File: src/rtl/ifexp_pkg.sv
// ifexp_pkg: shared types, defaults and select arithmetic for ifexp_operand_pipe.
// Define IFEXP_SAT_EN to make the B+1 branch saturate instead of wrap.
package ifexp_pkg;

    localparam int AW_DEF = 8;
    localparam int BW_DEF = 16;
    localparam int SELW   = 64;

    function automatic int max_of(input int x, input int y);
        return (x > y) ? x : y;
    endfunction

    typedef struct packed {
        logic [AW_DEF-1:0] a;
        logic [BW_DEF-1:0] b;
    } operand_t;

    // Operands arrive zero-extended to SELW; w is the live result width.
    function automatic logic [SELW-1:0] ifexp_sel(
        input logic [SELW-1:0] a_ext,
        input logic [SELW-1:0] b_ext,
        input int              w
    );
        logic [SELW-1:0] mask;
        mask = (SELW'(1) << w) - SELW'(1);
        if (a_ext > b_ext) begin
            return a_ext;
        end
`ifdef IFEXP_SAT_EN
        if (b_ext == mask) begin
            return b_ext;
        end
`endif
        return (b_ext + SELW'(1)) & mask;
    endfunction

endpackage

File: src/rtl/ifexp_fifo.sv
// ifexp_fifo: synchronous FIFO with a separate occupancy counter.
// Read data is taken combinationally from the head entry.
module ifexp_fifo #(
    parameter int DW    = 24,
    parameter int DEPTH = 4
) (
    input  logic          CLK,
    input  logic          RST,
    input  logic          push,
    input  logic          pop,
    input  logic [DW-1:0] wdata,
    output logic [DW-1:0] rdata,
    output logic          full,
    output logic          empty
);

    localparam int PW = $clog2(DEPTH);
    localparam int CW = $clog2(DEPTH + 1);

    logic [DW-1:0] mem [DEPTH];
    logic [PW-1:0] wr_ptr;
    logic [PW-1:0] rd_ptr;
    logic [CW-1:0] count;
    logic          do_push;
    logic          do_pop;

    assign full    = (count == CW'(DEPTH));
    assign empty   = (count == '0);
    assign do_push = push && !full;
    assign do_pop  = pop && !empty;
    assign rdata   = mem[rd_ptr];

    // Storage write; stale contents are harmless once pointers reset.
    always_ff @(posedge CLK) begin
        if (do_push) begin
            mem[wr_ptr] <= wdata;
        end
    end

    // Pointers wrap modulo DEPTH; occupancy tracks full/empty.
    always_ff @(posedge CLK) begin
        if (RST) begin
            wr_ptr <= '0;
            rd_ptr <= '0;
            count  <= '0;
        end else begin
            if (do_push) begin
                wr_ptr <= wr_ptr + PW'(1);
            end
            if (do_pop) begin
                rd_ptr <= rd_ptr + PW'(1);
            end
            unique case ({do_push, do_pop})
                2'b10:   count <= count + CW'(1);
                2'b01:   count <= count - CW'(1);
                default: count <= count;
            endcase
        end
    end

endmodule

File: src/rtl/ifexp_operand_pipe.sv
// ifexp_operand_pipe: FIFO-buffered IfExp select with a registered output.
// Define IFEXP_SAT_EN to saturate the B+1 branch at all ones.
module ifexp_operand_pipe
    import ifexp_pkg::*;
#(
    parameter int AW    = AW_DEF,
    parameter int BW    = BW_DEF,
    parameter int DEPTH = 4,
    parameter int CNTW  = 16,
    localparam int W    = max_of(AW, BW)
) (
    input  logic            CLK,
    input  logic            RST,
    input  logic            IN_VALID,
    output logic            IN_READY,
    input  logic [AW-1:0]   A,
    input  logic [BW-1:0]   B,
    output logic            OUT_VALID,
    input  logic            OUT_READY,
    output logic [W-1:0]    XOUT,
    output logic [CNTW-1:0] RES_CNT
);

    typedef struct packed {
        logic [AW-1:0] a;
        logic [BW-1:0] b;
    } pair_t;

    pair_t         wr_pair;
    pair_t         rd_pair;
    logic          full;
    logic          empty;
    logic          push;
    logic          pop;
    logic [W-1:0]  sel_res;

    assign IN_READY  = !full;
    assign push      = IN_VALID && !full;
    assign pop       = !empty && (!OUT_VALID || OUT_READY);
    assign wr_pair.a = A;
    assign wr_pair.b = B;
    assign sel_res   = W'(ifexp_sel(SELW'(rd_pair.a), SELW'(rd_pair.b), W));

    ifexp_fifo #(
        .DW    (AW + BW),
        .DEPTH (DEPTH)
    ) u_fifo (
        .CLK   (CLK),
        .RST   (RST),
        .push  (push),
        .pop   (pop),
        .wdata (wr_pair),
        .rdata (rd_pair),
        .full  (full),
        .empty (empty)
    );

    // Output register: load on pop, drop valid when drained and empty.
    always_ff @(posedge CLK) begin
        if (RST) begin
            OUT_VALID <= 1'b0;
            XOUT      <= '0;
        end else if (pop) begin
            OUT_VALID <= 1'b1;
            XOUT      <= sel_res;
        end else if (OUT_READY) begin
            OUT_VALID <= 1'b0;
        end
    end

    // Delivered-result counter, wraps naturally.
    always_ff @(posedge CLK) begin
        if (RST) begin
            RES_CNT <= '0;
        end else if (OUT_VALID && OUT_READY) begin
            RES_CNT <= RES_CNT + CNTW'(1);
        end
    end

endmodule
File: config.mk
export PLATFORM = sky130hd
export DESIGN_NAME = ifexp_operand_pipe
export DESIGN_NICKNAME = d
export VERILOG_FILES = /design/src/rtl/ifexp_pkg.sv /design/src/rtl/ifexp_fifo.sv /design/src/rtl/ifexp_operand_pipe.sv
export SDC_FILE = /design/constraint.sdc
export NUM_CORES = 1
export LEC_CHECK = 0
export CAP_MARGIN = 20
export CORE_MARGIN = 10
export CORE_UTILIZATION = 38
export CTS_CLUSTER_DIAMETER = 50
export DETAILED_ROUTE_END_ITERATION = 6
export SYNTH_ARGS = -nofsm -noshare
export SYNTH_HDL_FRONTEND = slang
export SYNTH_SLANG_ARGS = --single-unit
File: constraint.sdc
create_clock -name CLK -period 3.2 [get_ports CLK]
set_input_delay 0.32 -clock CLK [delete_from_list [all_inputs] [get_ports CLK]]
set_output_delay 0.32 -clock CLK [all_outputs]
set_load 0.005 [all_outputs]
# Yosys cells after proc, flatten, opt, wreduce, memory -nomap -nowiden
# Memories as Yosys holds them, arrays and structs flattened. A register that Yosys moved wholly into a read port is not among the register bits.
# Index checks and enable logic that the tools add are counted.
# totals
reg_bits,40
latchBits,0
ram_bits,96
mem_bits_ro,0
word_cells,39
n_memories,1
# memory_table
name,words,width,rd,rd_clocked_by_memory_dff,wr,line,rtl
u_fifo.mem,4,24,1,1,1,ifexp_fifo.sv:20,logic [DW-1:0] mem [DEPTH];
# op_classes
addsub,6
mul,0
div,0
magnitude_cmp,1
eq_ne,3
shift,0
mux,10
n_bitwise,0
reduce_logical,12
# op_table
cell,n
$add 16x1->16 const B,2
$mux 16,2
$gt 8x16->1,1
$pmux 3 s2,1
$logic_and 1x1->1,5
$mux 1,5
$add 2x1->2 const B,2
$mux 2,2
$reduce_bool 2->1,2
$add 3x1->3 const B,1
$eq 3x3->1 const B,1
$logic_not 1->1,3
$logic_not 3->1,1
$sub 3x1->3 const B,1
$eq 2x1->1 const B,1
$eq 2x2->1 const B,1
$logic_or 1x1->1,1

# Longest topological paths before layout
# Gate-level depths: netlist of the first run.
# depth
word_depth,6
depth_mapped,11
ltp_nobuf,10

# Hierarchy
# From an unflattened synthesis of the first run, not the netlist that was laid out.
# unflattened
hier_cells,401
area_unflattened_um2,5895.7
# by_module_without_submodules
module,instances,cells_per_inst,area_per_inst_um2,seq_area_each_um2
ifexp_fifo,1,180,3978.8,3062.9
ifexp_operand_pipe,1,221,1916.8,660.6

# Worst setup path after synthesis of the first run
# OpenSTA, ideal clock, no wires.
# synth_timing
path_kind,register to register
from,register (tool-made name)
to,register XOUT[6]
setup_ns,0.122
t_arrival_ns,2.733
t_required_ns,3.078
setup_slack_ns,0.345
path_stages_with_launch,10
path_buffers,2
period_less_slack_ns,2.855
path_cell_list,dfxtp_1 > buf_6 > buf_4 > mux4_2 > ha_1 > a21oi_1 > a31oi_1 > nor3_1 > nor3_1 > a311o_1
# synth_lines
item,line,rtl
end signal: assignment,ifexp_operand_pipe.sv:65,XOUT <= sel_res;
end: declaration,ifexp_operand_pipe.sv:20,"output logic [W-1:0] XOUT,"

==> impl_metrics.env, run 1 <==
export IMPL_slew_limit_headroom_pct=72.0
export IMPL_hold_path_startpoint="XOUT[8]"
export IMPL_tritoncts_num_buffers=17
export IMPL_ys_flop_type="edfxtp_1"
export IMPL_coreArea_um2=15100
export IMPL_post_cts_buffers=0
export IMPL_routed_wl_um=12400
export IMPL_rsz0062_at_grt="false"
export IMPL_dr_pass1_iters=4
export IMPL_path_clk_slew_ps=60
export IMPL_syn_nets=444
export IMPL_m1WireLength_um=5150
export IMPL_min_period_ps=2800
export IMPL_cts_tree="built"
export IMPL_powerDensity_nw_per_um2=842
export IMPL_grt_max_degree=25
export IMPL_gp_congestion=0.849
export IMPL_max_cap_violations=0
export IMPL_dieArea_um2=20600
export IMPL_grt_pass1_vias=3622
export IMPL_cp_max_fo=16
export IMPL_antenna_cells=0
export IMPL_holdPathStages=2
export IMPL_start_kind="register"
export IMPL_cts_sinks=138
export IMPL_r2r_end="XOUT[0]"
export IMPL_synthCells=400
export IMPL_fin_setup_tns_ps=0
export IMPL_htree_levels=4
export IMPL_hp_class="register to register"
export IMPL_initial_core_util_pct=38.4
export IMPL_yosys_area_top_type_share_pct=49.7
export IMPL_die_w_um=143
export IMPL_skew_ps=8.85
export IMPL_die_h_um=143
export IMPL_yosys_area_top_type="edfxtp_1"
export IMPL_final_period_utilization_pct=87.6
export IMPL_hold_viol_final=0
export IMPL_clockBufferDepth=2
export IMPL_synth_enable_flop_cells=96
export IMPL_min_to="XOUT[8]"
export IMPL_synth_common_cells="96 x edfxtp_1, 42 x dfxtp_1, 29 x nand2_1"
export IMPL_dp_hpwl_um=8500
export IMPL_grt_first_pass_wirelength_um=19600
export IMPL_setup_viol=0
export IMPL_fin_ws_ps=396
export IMPL_clock_root_buffer="clkbuf_16"
export IMPL_yosysMostFrequentCell="edfxtp_1"
export IMPL_fmax_mhz=357
export IMPL_ys_seq_area_share_pct=64.2
export IMPL_worst_ep_arrival_time_ps=3130
export IMPL_viasPerCell=5.26
export IMPL_port_buffers=61
export IMPL_drcViolationCount=0
export IMPL_drv_slew=0
export IMPL_worstSkewPairLatency_ps=420
export IMPL_crit_path_end_kind="register"
export IMPL_synth_top_cells_by_area="edfxtp_1 50%, dfxtp_1 15%, mux4_2 8.2%, ha_1 3.2%, xnor2_1 3.0%"
export IMPL_critPathKind="register to register"
export IMPL_synth_cell_types=47
export IMPL_tightest_slew_ps=417
export IMPL_grt_overflow=0
export IMPL_cts_resized=0
export IMPL_outcome="finished clean"
export IMPL_r2r_setup_slack_ps=400
export IMPL_avgSynthCellArea_um2=14.5
export IMPL_max_vdd_ir_drop_mv=0.467
export IMPL_drive_above_1_share_pct=14.4
export IMPL_leakage_uw=0.00241
export IMPL_drtIter0Drc=216
export IMPL_met3WireLength_um=868
export IMPL_async_flop_share_pct=0
export IMPL_whs_ps=453
export IMPL_area_delta_synth_final_pct=24.7
export IMPL_synth_warning_count=0
export IMPL_gr_usage_all_layers_pct=12.6
export IMPL_required_ps=3530
export IMPL_holdBufCountCts=0
export IMPL_ff2ff_path_depth=9
export IMPL_synth_ff_latch_count=138
export IMPL_fin_total_pwr_uw=6080
export IMPL_antenna_found_initial=0
export IMPL_syn_area_um2=5800
export IMPL_place_ws_ps=402
export IMPL_wl_per_cell_um=18.2
export IMPL_io_pins=62
export IMPL_route_met2_wl_um=6140
export IMPL_vias=3580
export IMPL_fin_nets=523
export IMPL_num_rows=45
export IMPL_highest_layer="met4"
export IMPL_ant_nets=0
[stage by stage]
stage	util [%]	std cells	area, um^2
floorplan	-	400	5800
global placement	44.1	648	6660
detailed placement	44.1	648	6660
CTS	47.9	680	7230
global route	47.9	680	7230
finish	47.9	680	7230
[logic make-up after synthesis]
logic type / synth area share, %
multiplexers: 9.69
AO/OA/AOI/OAI: 4.99
flip-flops: 64.2
adder cells (fa/ha/maj): 3.58
buffers and inverters: 2.50
XOR/XNOR: 4.08
AND/OR/NAND/NOR: 10.9
[cell type report]
type,instances,area (um^2)
Tap cell,188,235
Clock inverter,15,144
Timing Repair Buffer,73,713
Clock buffer,17,425
Fill cell,1329,7860
Sequential cell,138,3720
Multi-Input combinational cell,233,1930
Inverter,16,60.1
[worst max-delay path by stage]
stage | startpoint | endpoint | slack, ps | cells after the start
after floorplan | register | XOUT[6] | 350 | 9
after global placement | register | XOUT[0] | 440 | 9
after detailed placement | register | XOUT[0] | 400 | 9
after CTS | register | XOUT[0] | 380 | 9
after global routing | register | XOUT[0] | 100 | 9
final | register | XOUT[0] | 400 | 9
[metal layers]
layer,vias up,GRT usage [%]
met5,-,0
li1,1687,-
met4,0,5.43
met2,103,20.5
met3,16,4.59
met1,1774,14.8
[power by group]
part / internal, uW / total [uW] / switching, uW
logic: 860 / 1890 / 1030
registers: 2200 / 2330 / 133
clock network: 1030 / 1860 / 826
total: 4090 / 6080 / 1990
[state kept, by name, summed over array words and instances, names as in the netlist, named ones only]
| name | count |
|---|---|
| RES_CNT | 16 |
| u_fifo.rd_ptr | 2 |
| u_fifo.wr_ptr | 2 |
| XOUT | 16 |
| u_fifo.count | 3 |
| OUT_VALID | 1 |
| u_fifo.mem | 96 |
[layout by cell type (no fill, tap or decap), types with 2 or more instances in the layout]
cell type	synthesis	routed
and3_1	7	7
inv_8	0	6
nor2b_1	3	3
xor2_1	7	7
ha_1	15	15
nand4b_1	2	2
nand2_1	29	29
clkdlybuf4s50_1	0	61
o21ai_0	16	16
mux4_2	21	21
nor2_1	23	23
and2_1	3	3
clkinvlp_4	0	2
nor4_1	5	5
nand3_1	16	16
clkinv_4	0	2
clkbuf_16	0	17
xnor2_1	20	20
dfxtp_1	42	42
o211ai_1	5	5
mux4_1	3	3
buf_4	2	11
inv_6	0	5
nand4_1	6	6
a311oi_1	2	2
edfxtp_1	96	96
o21ba_2	2	2
nor3_1	12	12
or3_1	8	8
inv_1	16	16
a21oi_1	12	12
[critical path: stages (launching register included)]
cell and delay, ps:
dfxtp_1 380, buf_12 200, mux4_2 590, inv_1 120
ha_1 270, a21oi_1 160, a31oi_1 120, or3_1 450
a21o_1 190, a311oi_1 230
(Power assumes the default switching activity.)
==> run 2, diff against run 1 <==
- CAP_MARGIN: 20 -> 5
- RECOVER_POWER: not set -> 50
- SYNTH_HIERARCHICAL: not set -> 1
==> impl_metrics.env, run 2 <==
export IMPL_regMostFlops="u_fifo/mem"
export IMPL_final_period_utilization_pct=90.5
export IMPL_syn_area_um2=5900
export IMPL_num_rows=45
export IMPL_viasPerCell=5.03
export IMPL_dp_hpwl_um=8140
export IMPL_gr_usage_all_layers_pct=12.1
export IMPL_port_buffers=61
export IMPL_cp_max_fo=24
export IMPL_coreArea_um2=15200
export IMPL_synth_warning_count=6
export IMPL_reg_top3="u_fifo/mem x96, RES_CNT x16, XOUT x16"
export IMPL_clock_root_buffer="clkbuf_16"
export IMPL_required_ps=3500
export IMPL_setup_viol=0
export IMPL_max_vdd_ir_drop_mv=0.416
export IMPL_yosysMostFrequentCell="edfxtp_1"
export IMPL_syn_nets=445
export IMPL_ant_nets=0
export IMPL_cts_tree="built"
export IMPL_skew_ps=19.0
export IMPL_post_cts_buffers=0
export IMPL_min_period_ps=2900
export IMPL_tritoncts_num_buffers=17
export IMPL_synth_cell_types=46
export IMPL_powerDensity_nw_per_um2=773
export IMPL_dieArea_um2=20900
export IMPL_async_flop_share_pct=0
export IMPL_leakage_uw=0.00254
export IMPL_htree_levels=4
export IMPL_routed_wl_um=11900
export IMPL_hold_path_startpoint="RES_CNT[1]"
export IMPL_critical_path_cell_count=8
export IMPL_tightest_slew_ps=2120
export IMPL_r2r_end="XOUT[5]"
export IMPL_dr_pass1_iters=4
export IMPL_antenna_found_initial=0
export IMPL_crit_path_cell_trace="buf_12 -> mux4_1 -> ha_1 -> nand4_1 -> o211ai_1 -> a41oi_4 -> and2_1 -> a2111oi_2"
export IMPL_critPathKind="register to register"
export IMPL_slowest_delay_ps=630
export IMPL_gp_congestion=0.850
export IMPL_die_w_um=145
export IMPL_largest_reg_flops=96
export IMPL_grt_overflow=0
export IMPL_hp_class="register to register"
export IMPL_drv_slew=44
export IMPL_max_cap_violations=1
export IMPL_vias=3407
export IMPL_yosys_area_top_type_share_pct=48.9
export IMPL_cts_resized=0
export IMPL_violations="max-capacitance violations, max-slew violations"
export IMPL_holdBufCountCts=0
export IMPL_grt_pass1_vias=3520
export IMPL_worstSkewPairLatency_ps=430
export IMPL_synth_top_cells_by_area="edfxtp_1 49%, dfxtp_1 14%, mux4_2 7.6%, ha_1 3.2%, xor2_1 3.1%"
export IMPL_fin_nets=520
export IMPL_final_cells=677
export IMPL_wl_per_cell_um=17.5
export IMPL_holdPathStages=2
export IMPL_place_inst=645
export IMPL_initial_core_util_pct=38.8
export IMPL_yosys_area_top_type="edfxtp_1"
export IMPL_path_clk_slew_ps=60
export IMPL_area_delta_synth_final_pct=24.2
export IMPL_avgSynthCellArea_um2=14.7
export IMPL_hold_viol_final=0
export IMPL_ys_flop_type="edfxtp_1"
export IMPL_antenna_cells=0
export IMPL_outcome="complete, but fails checks"
export IMPL_worst_ep_arrival_time_ps=3190
export IMPL_io_pins=62
export IMPL_rsz0062_at_grt="false"
export IMPL_start_kind="register"
export IMPL_synthCells=401
export IMPL_drive_above_1_share_pct=15.1
export IMPL_synth_common_cells="96 x edfxtp_1, 47 x nor2_1, 42 x dfxtp_1"
export IMPL_grt_max_degree=44
export IMPL_clockBufferDepth=2
export IMPL_cp_slowest_cell="mux4_1"
export IMPL_final_cell_mix="96 x edfxtp_1, 47 x nor2_1, 46 x dlygate4sd3_1, 42 x dfxtp_1, 21 x xor2_1"
export IMPL_synth_enable_flop_cells=96
export IMPL_die_h_um=145
export IMPL_ys_seq_area_share_pct=63.2
export IMPL_crit_family="compound AO/OA/AOI/OAI gates"
export IMPL_crit_path_end_kind="register"
export IMPL_grt_first_pass_wirelength_um=19100
export IMPL_fin_setup_tns_ps=0
export IMPL_drcViolationCount=0
export IMPL_fmax_mhz=345
export IMPL_slew_limit_headroom_pct=-41.1
export IMPL_final_common_cell="edfxtp_1"
export IMPL_r2r_setup_slack_ps=300
export IMPL_cp_num_buf_inv=1
export IMPL_min_to="RES_CNT[1]"
export IMPL_synth_ff_latch_count=138
export IMPL_ff2ff_path_depth=8
export IMPL_drtIter0Drc=141
export IMPL_cts_sinks=138
-- run 2: layout make-up --
class / instances / area [um^2]
fill: 1314 / 7880
sequential: 138 / 3720
multi-input combinational: 227 / 1980
timing repair buffer: 72 / 714
clock buffer: 17 / 425
tap: 188 / 235
clock inverter: 15 / 165
inverter: 20 / 75.1
-- run 2: worst max-delay path by stage --
stage	from	endpoint	slack (ps)
detailed placement	register	XOUT[5]	280
finish	register	XOUT[5]	300
global placement	register	XOUT[1]	340
global route	register	XOUT[6]	90
CTS	register	XOUT[5]	280
floorplan	register	XOUT[1]	530
-- run 2: through the flow --
stage | total power, uW | setup slack [ps] | util [%] | area (um^2) | hold WS, ps
floorplan | 3290 | 533 | - | 5900 | 396
global placement | 3800 | 336 | 44.3 | 6740 | 475
detailed placement | 3830 | 285 | 44.3 | 6740 | 486
CTS | 5770 | 285 | 48.2 | 7330 | 495
global route | 6000 | 88.3 | 48.2 | 7320 | 526
finish | 5660 | 304 | 48.2 | 7320 | 492
-- run 2: worst reg2reg max path, delay by kind of cell (launching register included) --
family / cells / cell delay (ps)
flops: 1 / 350
mux: 1 / 650
fa+ha+maj: 1 / 350
simple gates: 2 / 480
buf+inv: 1 / 230
compound gates: 3 / 710
-- run 2: metal layers --
metal  global-route usage (%)  share of wire (%)
met1                     15.5                 47
met4                     5.00                1.4
met3                     4.26                5.4
met5                        0                  0
met2                     18.3                 46
-- run 2: power breakdown --
part           switching, uW  total (uW)  internal (uW)  leakage (uW)
clock network            762        1920           1160      0.000283
registers                110        2300           2190       0.00122
logic                    823        1440            621       0.00104
-- run 2: cell families (layout without fill, tap and decap cells) --
| group | count (synthesis) | in the layout | share of synthesized area, % |
|---|---|---|---|
| adders and majority gates | 16 | 16 | 3.52 |
| xor gates and xnor gates | 31 | 31 | 4.61 |
| DFF | 138 | 138 | 63.2 |
| AOI/OAI and AO/OA | 42 | 42 | 6.24 |
| buffers and inverters | 36 | 124 | 3.20 |
| and+or+nand+nor | 113 | 113 | 9.68 |
| muxes | 25 | 25 | 9.59 |
==> run 3, diff against run 2 <==
- CTS_CLUSTER_SIZE: not set -> 16
==> results of run 3 <==
No change in the layout: final DEF, timing and power equal those of run 2.
